--- src/rtl/router_sync_pkg.sv ---
// Shared encodings and timeout constants for the router synchronizer.
package router_sync_pkg;
  typedef enum logic [1:0] {
    PORT0   = 2'b00,
    PORT1   = 2'b01,
    PORT2   = 2'b10,
    INVALID = 2'b11
  } addr_e;

  localparam int NUM_PORTS      = 3;
  localparam int TIMEOUT_CYCLES = 30;
  localparam int CNT_W          = 5;

  // One-hot FIFO select; the invalid address selects nothing.
  function automatic logic [NUM_PORTS-1:0] port_onehot(input addr_e a);
    case (a)
      PORT0:   port_onehot = 3'b001;
      PORT1:   port_onehot = 3'b010;
      PORT2:   port_onehot = 3'b100;
      default: port_onehot = 3'b000;
    endcase
  endfunction
endpackage

--- src/rtl/router_sync_timer.sv ---
// Per-port stall timer: pulses soft_reset after 30 consecutive unread-valid cycles.
module router_sync_timer
  import router_sync_pkg::*;
(
  input  logic clk,
  input  logic rst,
  input  logic vld,
  input  logic read_enb,
  output logic soft_reset
);
  logic [CNT_W-1:0] r_cnt;
  logic             r_sr;

  always_ff @(posedge clk) begin
    if (rst) begin
      r_cnt <= '0;
      r_sr  <= 1'b0;
    end else begin
      r_sr <= 1'b0;
      if (!vld || read_enb) begin
        r_cnt <= '0;
      end else if (r_cnt == CNT_W'(TIMEOUT_CYCLES - 1)) begin
        // Wrap so a continuing stall re-fires every TIMEOUT_CYCLES.
        r_cnt <= '0;
        r_sr  <= 1'b1;
      end else begin
        r_cnt <= r_cnt + 1'b1;
      end
    end
  end

  assign soft_reset = r_sr;
endmodule

--- src/rtl/router_sync.sv ---
// Router synchronizer: latches destination, steers FIFO writes, flags stalled outputs.
module router_sync
  import router_sync_pkg::*;
(
  input  logic       clk,
  input  logic       rst,
  input  logic       detect_add,
  input  logic       write_en_reg,
  input  logic [1:0] data_in,
  input  logic       full_0,
  input  logic       full_1,
  input  logic       full_2,
  input  logic       empty_0,
  input  logic       empty_1,
  input  logic       empty_2,
  input  logic       read_enb_0,
  input  logic       read_enb_1,
  input  logic       read_enb_2,
  output logic [2:0] write_en,
  output logic       vld_out_0,
  output logic       soft_reset_0,
  output logic       vld_out_1,
  output logic       soft_reset_1,
  output logic       vld_out_2,
  output logic       soft_reset_2,
  output logic       fifo_full
);
  addr_e                r_addr;
  addr_e                w_addr;
  logic [NUM_PORTS-1:0] w_vld;
  logic [NUM_PORTS-1:0] w_rd;
  logic [NUM_PORTS-1:0] w_sr;

  always_ff @(posedge clk) begin
    if (rst)             r_addr <= PORT0;
    else if (detect_add) r_addr <= addr_e'(data_in);
  end

  // Steering follows address 00 for the whole reset window, not just after the first edge.
  assign w_addr = rst ? PORT0 : r_addr;

  assign write_en = write_en_reg ? port_onehot(w_addr) : 3'b000;

  always_comb begin
    fifo_full = 1'b0;
    case (w_addr)
      PORT0:   fifo_full = full_0;
      PORT1:   fifo_full = full_1;
      PORT2:   fifo_full = full_2;
      default: fifo_full = 1'b0;
    endcase
  end

  assign w_vld = ~{empty_2, empty_1, empty_0};
  assign w_rd  = {read_enb_2, read_enb_1, read_enb_0};

  for (genvar g = 0; g < NUM_PORTS; g++) begin : g_tmr
    router_sync_timer u_tmr (
      .clk        (clk),
      .rst        (rst),
      .vld        (w_vld[g]),
      .read_enb   (w_rd[g]),
      .soft_reset (w_sr[g])
    );
  end

  assign vld_out_0    = w_vld[0];
  assign vld_out_1    = w_vld[1];
  assign vld_out_2    = w_vld[2];
  assign soft_reset_0 = w_sr[0];
  assign soft_reset_1 = w_sr[1];
  assign soft_reset_2 = w_sr[2];
endmodule

--- config.mk ---
export PLATFORM = sky130hd
export DESIGN_NAME = router_sync
export DESIGN_NICKNAME = d
export VERILOG_FILES = /design/src/rtl/router_sync_pkg.sv /design/src/rtl/router_sync_timer.sv /design/src/rtl/router_sync.sv
export SDC_FILE = /design/constraint.sdc
export NUM_CORES = 1
export LEC_CHECK = 0
export BUFFER_PORTS_ARGS = -buffer_cell sky130_fd_sc_hd__buf_2
export CORE_MARGIN = 8
export CORE_UTILIZATION = 35
export CTS_BUF_LIST = sky130_fd_sc_hd__clkbuf_16
export DETAILED_ROUTE_END_ITERATION = 6
export GPL_TIMING_DRIVEN = 1
export HOLD_SLACK_MARGIN = 0.1
export PLACE_DENSITY = 0.6
export SLEW_MARGIN = 20
export SYNTH_ARGS = -nofsm -noshare
export SYNTH_HDL_FRONTEND = slang
export SYNTH_SLANG_ARGS = --single-unit
--- constraint.sdc ---
create_clock -name clk -period 2.8 [get_ports clk]
set_input_delay 0.42 -clock clk [delete_from_list [all_inputs] [get_ports clk]]
set_output_delay 0.42 -clock clk [all_outputs]
set_load 0.01 [all_outputs]
==> results.toml, run 1 <==
[run_status]
status = "complete, no violations"

[worst_setup_path]
critPathSlowestCell = "and4bb_2"
start_kind = "input port"
path_cells = "buf_2 > and4bb_2 > a21oi_1 > nand2_1 > buf_2"
end_kind = "primary output"
cp_common_cell = "buf_2"
crit_path_start = "rst"
crit_fanout = 11
worstRegToRegCells = 4
slowest_delay_ps = 270
critPathKind = "in -> out"
cp_data_required_time_ps = 2380
worstPathArrival_ps = 1250
r2r-start = "g_tmr[0].u_tmr.r_cnt[0]"

[die]
die_x_um = 66.1
fp.dieArea_um2 = 4360
row_count = 18
core_area_um2 = 2430
start_util_pct = 36.1
fp.dieH_um = 66.1
io_pins = 25

[clocking]
cts_setup_buffers = 0
cts_made_buffers = 3
clockBufferDepth = 2
postCtsHoldBufs = 0
clock_sinks = 20
insertion_delay_ps = 250
cts_root_buf = "clkbuf_16"
tritoncts = "done"
clkTransAtPathRegs_ps = 60
cts_max_level = 1
cts_resized = 0

[logic_synthesis]
ys_seq_area_share_pct = 45.6
syn_avg_cell_area_um2 = 9.97
synthArstFlopShare_pct = 0
yosysWarnings = 0
synth_seq_cells = 20
postSynthCellCount = 88
yosysTopAreaCell = "dfxtp_1"
synth_area_um2 = 877
synthFlopType = "dfxtp_1"
synth_edf_count = 0
synth.distinct_cells = 18
synth.net_count = 109
synth_area_leaders = "dfxtp_1 (46%), ha_1 (8.6%), nor2_1 (8.1%)"
netlist.area_leader.share_pct = 45.6

[cells_and_area]
stdcell_area_um2 = 1130
layout-drive-gt1-share_pct = 32.2
antenna_cells = 0
nNetsFinal = 137
area_growth_pct = 28.7
fin_util_pct = 46.4

[grt]
grt_pass1_wl_um = 2800
grt_overflow = 0
grt_pass1_vias = 649
grt_max_degree = 13
grt_usage_pct = 8.36
antenna_found_initial = 0

[hold_path]
hp-class = "in -> reg"
worstHoldPathCells = 3
hold_start = "data_in[0]"

[timing]
max_freq_ghz = 0.597
holdWs_ps = 406
max_slew.worst_pin.slew_ps = 282
clock_skew_ps = 1.48
rsz0062_at_grt = "false"
setup_viol = 0
maxSlewViolCount = 0
fin_crit_sh_pct = 59.8
tns_ps = 0
period_needed_ps = 1670
setup_ws_ps = 1130
hold_violations = 0
slew_headroom_pct = 81.2

[route]
drtPass1Iterations = 3
postRouteAntennaNets = 0
drtIter0Drc = 7
drc = 0
routedWlPerCell_um = 11.3
totalWireLength_um = 1630
avgViaCountPerCell = 4.50
vias = 653

[pwr]
power_frac_comb_pct = 6.1
peakVddDrop_mv = 0.525
pwr-share-clk_pct = 53.5
swShare_pct = 18.2
powerDensity_nw_per_um2 = 642
p_seq_share_pct = 40.4
switching_power_mw = 0.132
p_int_mw = 0.593
leakage_nw = 0.487

[placed_design]
dp_hpwl_um = 1240
numPortBuffers = 24
dpl_cell_area_um2 = 1020
post-place-ws_ps = 1130
place.gp.congestion = 0.740

[flow_run]
cap_violations = 0
sequential cells by signal, summed over array words and instances, names as in the netlist:
register / flops
r_addr: 2
g_tmr.u_tmr.soft_reset: 3
g_tmr.u_tmr.r_cnt: 15
cells in the final DEF (no fill, tap or decap):
master      n
xor2_1      6
nor2b_1     3
a21oi_1     1
and4bb_2    3
nor3_4      3
xnor2_1     3
nand2_2     3
inv_1       6
nand4_1     3
buf_2      24
clkbuf_16   3
dfxtp_1    20
nor2_1     19
ha_1        6
nand3_1     6
a32oi_1     1
o21a_1      1
bufinv_16   1
nand2_1     1
mux2i_1     2
path summary, 6_finish.rpt:
path,slack [ps],to
worst max-delay path,1130,fifo_full
worst max register to register,1800,g_tmr[0].u_tmr.r_cnt[4]
worst min-delay path,410,r_addr[0]
worst min register to register,470,g_tmr[2].u_tmr.r_cnt[0]
metrics by stage:
step,std cells,power [mW]
after floorplan,88,0.323
after global placement,141,0.343
after detailed placement,141,0.344
after CTS,145,0.737
after global routing,145,0.758
final,145,0.725
cells by family after synthesis:
family          synth area share [%]
simple gates                    28.2
mux                             2.28
compound gates                  2.43
buf+inv                         3.85
xor+xnor                        8.99
fa+ha+maj                       8.56
flops                           45.6
area by class of cell:
type	count	area, um^2
Sequential cell	20	400
Inverter	6	22.5
Tap cell	30	37.5
Clock buffer	3	75.1
Timing Repair Buffer	24	120
Fill cell	236	1300
Clock inverter	1	30.0
Multi-Input combinational cell	61	443
power groups by stage:
| stage | Clock, mW | Sequential [mW] | Combinational, mW |
|---|---|---|---|
| 2_1_floorplan | 0 | 0.298 | 0.0246 |
| 3_3_place_gp | 0 | 0.299 | 0.0441 |
| 3_5_place_dp | 0 | 0.299 | 0.0447 |
| 4_1_cts | 0.399 | 0.293 | 0.0448 |
| 5_1_grt | 0.415 | 0.294 | 0.0494 |
| 6_report | 0.388 | 0.293 | 0.0441 |
worst max-delay path: cells and delay by family:
| kind | cells | cell delay (ps) |
|---|---|---|
| compound gates | 1 | 110 |
| buf+inv | 2 | 400 |
| simple gates | 2 | 330 |
cell usage after synthesis, types with 2 or more instances:
master and n:
xnor2_1 3, dfxtp_1 20, inv_1 6, nand3_1 6, nor3_4 3, and4bb_2 3, mux2i_1 2, nand2_2 3
nor2b_1 3, xor2_1 6, nand4_1 3, ha_1 6, nor2_1 19
per-layer routing:
layer / track usage (%) / part of all wire, %
met5: 0 / 0
met1: 8.95 / 45
met4: 4.80 / 1.8
met3: 3.90 / 5.3
met2: 13.3 / 47
Note: power is estimated with default switching activity, not from simulation.
==> run 2, diff against run 1 <==
==> constraint.sdc (replaced) <==
create_clock -name clk -period 1.7 [get_ports clk]
set_input_delay 0.255 -clock clk [delete_from_list [all_inputs] [get_ports clk]]
set_output_delay 0.255 -clock clk [all_outputs]
set_load 0.01 [all_outputs]
==> run 2 against run 1 <==
Compared with the run above:
- sequential power increased by 65%
- sequential share of layout area increased by 0.85 points
- core utilization decreased by 1.1 points
- critical endpoint unchanged
- largest power group is now registers
- highest routed layer unchanged
==> results.toml, run 2 (same netlist as run 1, synthesis figures left out) <==
[run_status]
status = "complete, no violations"

[worst_setup_path]
worstPathArrival_ps = 1180
end_kind = "primary output"
cp_data_required_time_ps = 1440
crit_fanout = 6
start_kind = "flop"
critPathKind = "reg -> out"
crit_path_start = "r_addr[0]"
r2r-start = "g_tmr[1].u_tmr.r_cnt[0]"

[route]
drc = 0
avgViaCountPerCell = 4.50
totalWireLength_um = 1580
drtPass1Iterations = 4
vias = 653
postRouteAntennaNets = 0
routedWlPerCell_um = 10.9
drtIter0Drc = 23

[die]
die_x_um = 66.1
fp.dieH_um = 66.1
core_area_um2 = 2430
fp.dieArea_um2 = 4360
io_pins = 25
row_count = 18
start_util_pct = 36.1

[placed_design]
post-place-ws_ps = 363
dp_hpwl_um = 1270
dpl_cell_area_um2 = 1020
numPortBuffers = 24
place.gp.congestion = 0.738

[clocking]
postCtsHoldBufs = 0
insertion_delay_ps = 250
clkTransAtPathRegs_ps = 50
clock_sinks = 20
cts_setup_buffers = 0
cts_resized = 0
cts_root_buf = "clkbuf_16"
tritoncts = "done"
cts_made_buffers = 3
cts_max_level = 1
clockBufferDepth = 2

[timing]
hold_violations = 0
max_freq_ghz = 0.696
slew_headroom_pct = 82.6
rsz0062_at_grt = "false"
fin_crit_sh_pct = 84.5
setup_ws_ps = 264
max_slew.worst_pin.slew_ps = 262
clock_skew_ps = 3.26
tns_ps = 0
period_needed_ps = 1440
holdWs_ps = 255
maxSlewViolCount = 0
setup_viol = 0

[cells_and_area]
regMostFlops = "g_tmr.u_tmr.r_cnt"
stdcell_area_um2 = 1100
nFillCells = 242
largest_reg_flops = 15
final_common_cell = "buf_2"
area_growth_pct = 25.7
antenna_cells = 0
layout_common_cells = "buf_2 (24), dfxtp_1 (20), nor2_1 (19)"
layout-drive-gt1-share_pct = 31.3
nNetsFinal = 137
fin_util_pct = 45.3

[hold_path]
hp-class = "in -> reg"
hold_start = "data_in[1]"

[pwr]
powerDensity_nw_per_um2 = 934
peakVddDrop_mv = 0.411
leakage_nw = 0.474

[grt]
grt_overflow = 0
grt_pass1_wl_um = 2840
grt_pass1_vias = 672
grt_max_degree = 12
antenna_found_initial = 0
grt_usage_pct = 8.26

[flow_run]
cap_violations = 0
[run 2: final cells by class]
class	count	area (um^2)	share of cell area [%]
multi-input cells	61	443	40.2
clock inverters	1	3.75	0.341
inverters	6	22.5	2.04
well taps	30	37.5	3.41
repair buffers	24	120	10.9
flip-flops and latches	20	400	36.3
clock buffers	3	75.1	6.81
[run 2: worst paths after layout]
check,endpoint,slack (ps),depth (start not counted)
min,r_addr[1],260,3
max,fifo_full,260,4
max reg2reg,g_tmr[1].u_tmr.r_cnt[4],700,4
min reg2reg,g_tmr[2].u_tmr.r_cnt[0],470,1
[run 2: through the flow]
stage | total power [mW] | std cells
finish | 1.03 | 145
global route | 1.08 | 145
CTS | 1.04 | 145
detailed placement | 0.567 | 141
global placement | 0.565 | 141
floorplan | 0.532 | 88
[run 2: metal layers]
layer / GRT usage (%) / vias to the layer above / routed length, um / share of wire, %
met1: 10.5 / 287 / 764 / 48
met4: 4.80 / 0 / 30 / 1.9
met5: 0 / - / 0 / 0
li1: - / 346 / - / -
met2: 11.9 / 18 / 702 / 45
met3: 2.54 / 2 / 78 / 4.9
[run 2: power breakdown]
| part | internal, mW | switching (mW) | leakage, nW |
|---|---|---|---|
| Sequential | 0.476 | 0.00729 | 0.162 |
| Clock | 0.313 | 0.162 | 0.0385 |
| Combinational | 0.0350 | 0.0373 | 0.273 |
[run 2: critical path, cell delays in order, from the launching register on]
cell and delay, ps:
dfxtp_1 390, and4bb_2 240, a21oi_1 110, nand2_1 60, buf_2 140
==> run 3, diff against run 2 <==
--- a/config.mk
+++ b/config.mk
@@ -5,6 +5,7 @@
 export SDC_FILE = /design/constraint.sdc
 export NUM_CORES = 1
 export LEC_CHECK = 0
+export ABC_AREA = 1
 export BUFFER_PORTS_ARGS = -buffer_cell sky130_fd_sc_hd__buf_2
 export CORE_MARGIN = 8
 export CORE_UTILIZATION = 35
@@ -12,7 +13,7 @@
 export DETAILED_ROUTE_END_ITERATION = 6
 export GPL_TIMING_DRIVEN = 1
 export HOLD_SLACK_MARGIN = 0.1
-export PLACE_DENSITY = 0.6
+export PLACE_DENSITY = 0.62
 export SLEW_MARGIN = 20
 export SYNTH_ARGS = -nofsm -noshare
 export SYNTH_HDL_FRONTEND = slang
==> constraint.sdc (replaced) <==
create_clock -name clk -period 1.2 [get_ports clk]
set_input_delay 0.18 -clock clk [delete_from_list [all_inputs] [get_ports clk]]
set_output_delay 0.18 -clock clk [all_outputs]
set_load 0.01 [all_outputs]
==> run 3 against run 2 <==
Compared with the run above:
- critical path depth is 1 higher
- die area is 6.9% higher
- global-route usage is 0.76 points higher
- core utilization is 0.093 points higher
- non-clock buffer count is 1 higher
- clock skew hardly changed
- area after synthesis is 9.1% higher
- via count is 31% higher
- sequential cell count stayed put
- synthesized cell count is 51% higher
- sequential power is 42% higher
- setup slack worse by 250 ps
- largest power group unchanged
==> results.toml, run 3 <==
[route]
highest_layer = "met3"
avgViaCountPerCell = 4.45
drtPass1Iterations = 4
totalWireLength_um = 1860
drc = 0
postRouteAntennaNets = 0
vias = 858
wl_met3_um = 82
wl_met1_um = 849
drtIter0Drc = 8
routedWlPerCell_um = 9.62
wl_met2_um = 925

[grt]
grt_pass1_vias = 867
grt_pass1_wl_um = 3350
antenna_found_initial = 0
grt_usage_pct = 9.02
grt_overflow = 0
grt_max_degree = 12

[cells_and_area]
area_growth_pct = 27.5
nNetsFinal = 184
regArea_um2 = 405
multi_input_area_um2 = 475
layout_common_cells = "nand2_1 (24), buf_2 (24), nor2_1 (23)"
layout-drive-gt1-share_pct = 28.4
antenna_cells = 0
regMostFlops = "g_tmr.u_tmr.r_cnt"
nFillCells = 282
final-instance-count-excl-fill = 193
largest_reg_flops = 15
fin_util_pct = 45.4

[timing]
setup_ws_ps = 16.3
setup_viol = 0
tns_ps = 0
clock_skew_ps = 3.01
slew_headroom_pct = 85.0
fin_crit_sh_pct = 98.6
rsz0062_at_grt = "true"
hold_violations = 0
period_needed_ps = 1180
max_slew.worst_pin.slew_ps = 225
max_freq_ghz = 0.845
holdWs_ps = 159
maxSlewViolCount = 0

[die]
die_x_um = 68.3
fp.dieArea_um2 = 4660
io_pins = 25
core_area_um2 = 2690
start_util_pct = 35.6
fp.dieH_um = 68.3
row_count = 19

[worst_setup_path]
critPathKind = "reg -> out"
crit_path_start = "r_addr[1]"
cp_data_required_time_ps = 1020
end_kind = "primary output"
start_kind = "flop"
worstPathArrival_ps = 1000
crit_fanout = 3
r2r-start = "g_tmr[0].u_tmr.r_cnt[0]"

[logic_synthesis]
synth_most_common_cell = "nand2_1"
synth_seq_cells = 20
synth_area_um2 = 957
synth.net_count = 154
synth_common_cells = "nand2_1 (26), nor2_1 (24), dfxtp_1 (20)"
synthFlopType = "dfxtp_1"
synth_mux_area_share_pct = 0
synth.distinct_cells = 17
synth_edf_count = 0
synth-compound-area-share_pct = 1.57
synthArstFlopShare_pct = 0
synth-xor-area-share_pct = 2.75
ys_seq_area_share_pct = 41.8
synth-simple-area-share_pct = 36.2
syn_avg_cell_area_um2 = 7.20
yosysWarnings = 0
synth_area_leaders = "dfxtp_1 (42%), nand2_1 (10%), nor2_1 (9.4%)"
yosysTopAreaCell = "dfxtp_1"
synth_adder_area_share_pct = 7.84
synth_top_family_by_area = "simple AND/OR/NAND/NOR gates"
netlist.area_leader.share_pct = 41.8
postSynthCellCount = 133

[run_status]
status = "complete, no violations"

[clocking]
cts_root_buf = "clkbuf_16"
cts_max_level = 1
cts_made_buffers = 3
clockBufferDepth = 2
postCtsHoldBufs = 0
insertion_delay_ps = 250
clock_sinks = 20
tritoncts = "done"
clkTransAtPathRegs_ps = 50

[placed_design]
dp.cells = 188
numPortBuffers = 24
dp_hpwl_um = 1520
post-place-ws_ps = 139
place.gp.congestion = 0.743

[pwr]
powerDensity_nw_per_um2 = 1190
leakage_nw = 0.571
peakVddDrop_mv = 1.03

[hold_path]
hp-class = "in -> reg"
hold_start = "data_in[0]"

[flow_run]
cap_violations = 0
run 3: critical path, cell delays in order, from the launching register on:
cell	delay, ps
dfxtp_2	360
inv_2	60
nor2_2	70
nand3_1	80
nand3_1	70
buf_2	130
run 3: logic make-up (layout without fill, tap and decap cells):
logic type	after synthesis	after routing
and+or+nand+nor	76	76
buffers and inverters	25	54
DFF	20	20
adders and majority gates	6	6
AOI/OAI and AO/OA	3	3
xor gates and xnor gates	3	3
run 3: layer usage:
| metal | vias to the layer above | global-route usage [%] |
|---|---|---|
| met1 | 376 | 9.98 |
| met2 | 17 | 16.4 |
| met3 | 0 | 2.62 |
| met5 | - | 0 |
| li1 | 465 | - |
| met4 | 0 | 2.30 |
run 3: area by class of cell:
| class | instances | share of cell area [%] |
|---|---|---|
| multi-input cells | 88 | 39.0 |
| flip-flops and latches | 20 | 33.2 |
| repair buffers | 25 | 10.5 |
| inverters | 25 | 7.69 |
| clock buffers | 3 | 6.15 |
| well taps | 31 | 3.18 |
| clock inverters | 1 | 0.308 |
run 3: final timing paths:
check | slack [ps] | cells past startpoint | to
setup / recovery | 20 | 5 | fifo_full
hold / removal | 160 | 3 | r_addr[0]
setup reg to reg | 140 | 6 | g_tmr[0].u_tmr.r_cnt[0]
hold reg to reg | 480 | 1 | g_tmr[2].u_tmr.r_cnt[0]
run 3: power breakdown:
group          internal (mW)  total [mW]  switching, mW
combinational         0.0480       0.104         0.0560
sequential             0.675       0.688         0.0129
clock                  0.443       0.664          0.222
total                   1.17        1.46          0.291
run 3: what timing repair did:
| item | CTS | global route |
|---|---|---|
| setup endpoints to repair | 2 | 3 |
| pin swaps | 3 | 2 |
| endpoints found under the hold margin | 0 | 0 |
| gates resized for setup | 4 | 4 |
| buffers inserted | 1 | 0 |
run 3: stage by stage:
stage / power [mW] / instance area (um^2)
finish: 1.46 / 1220
global placement: 0.795 / 1120
CTS: 1.47 / 1210
detailed placement: 0.797 / 1120
global route: 1.52 / 1220
floorplan: 0.749 / 957
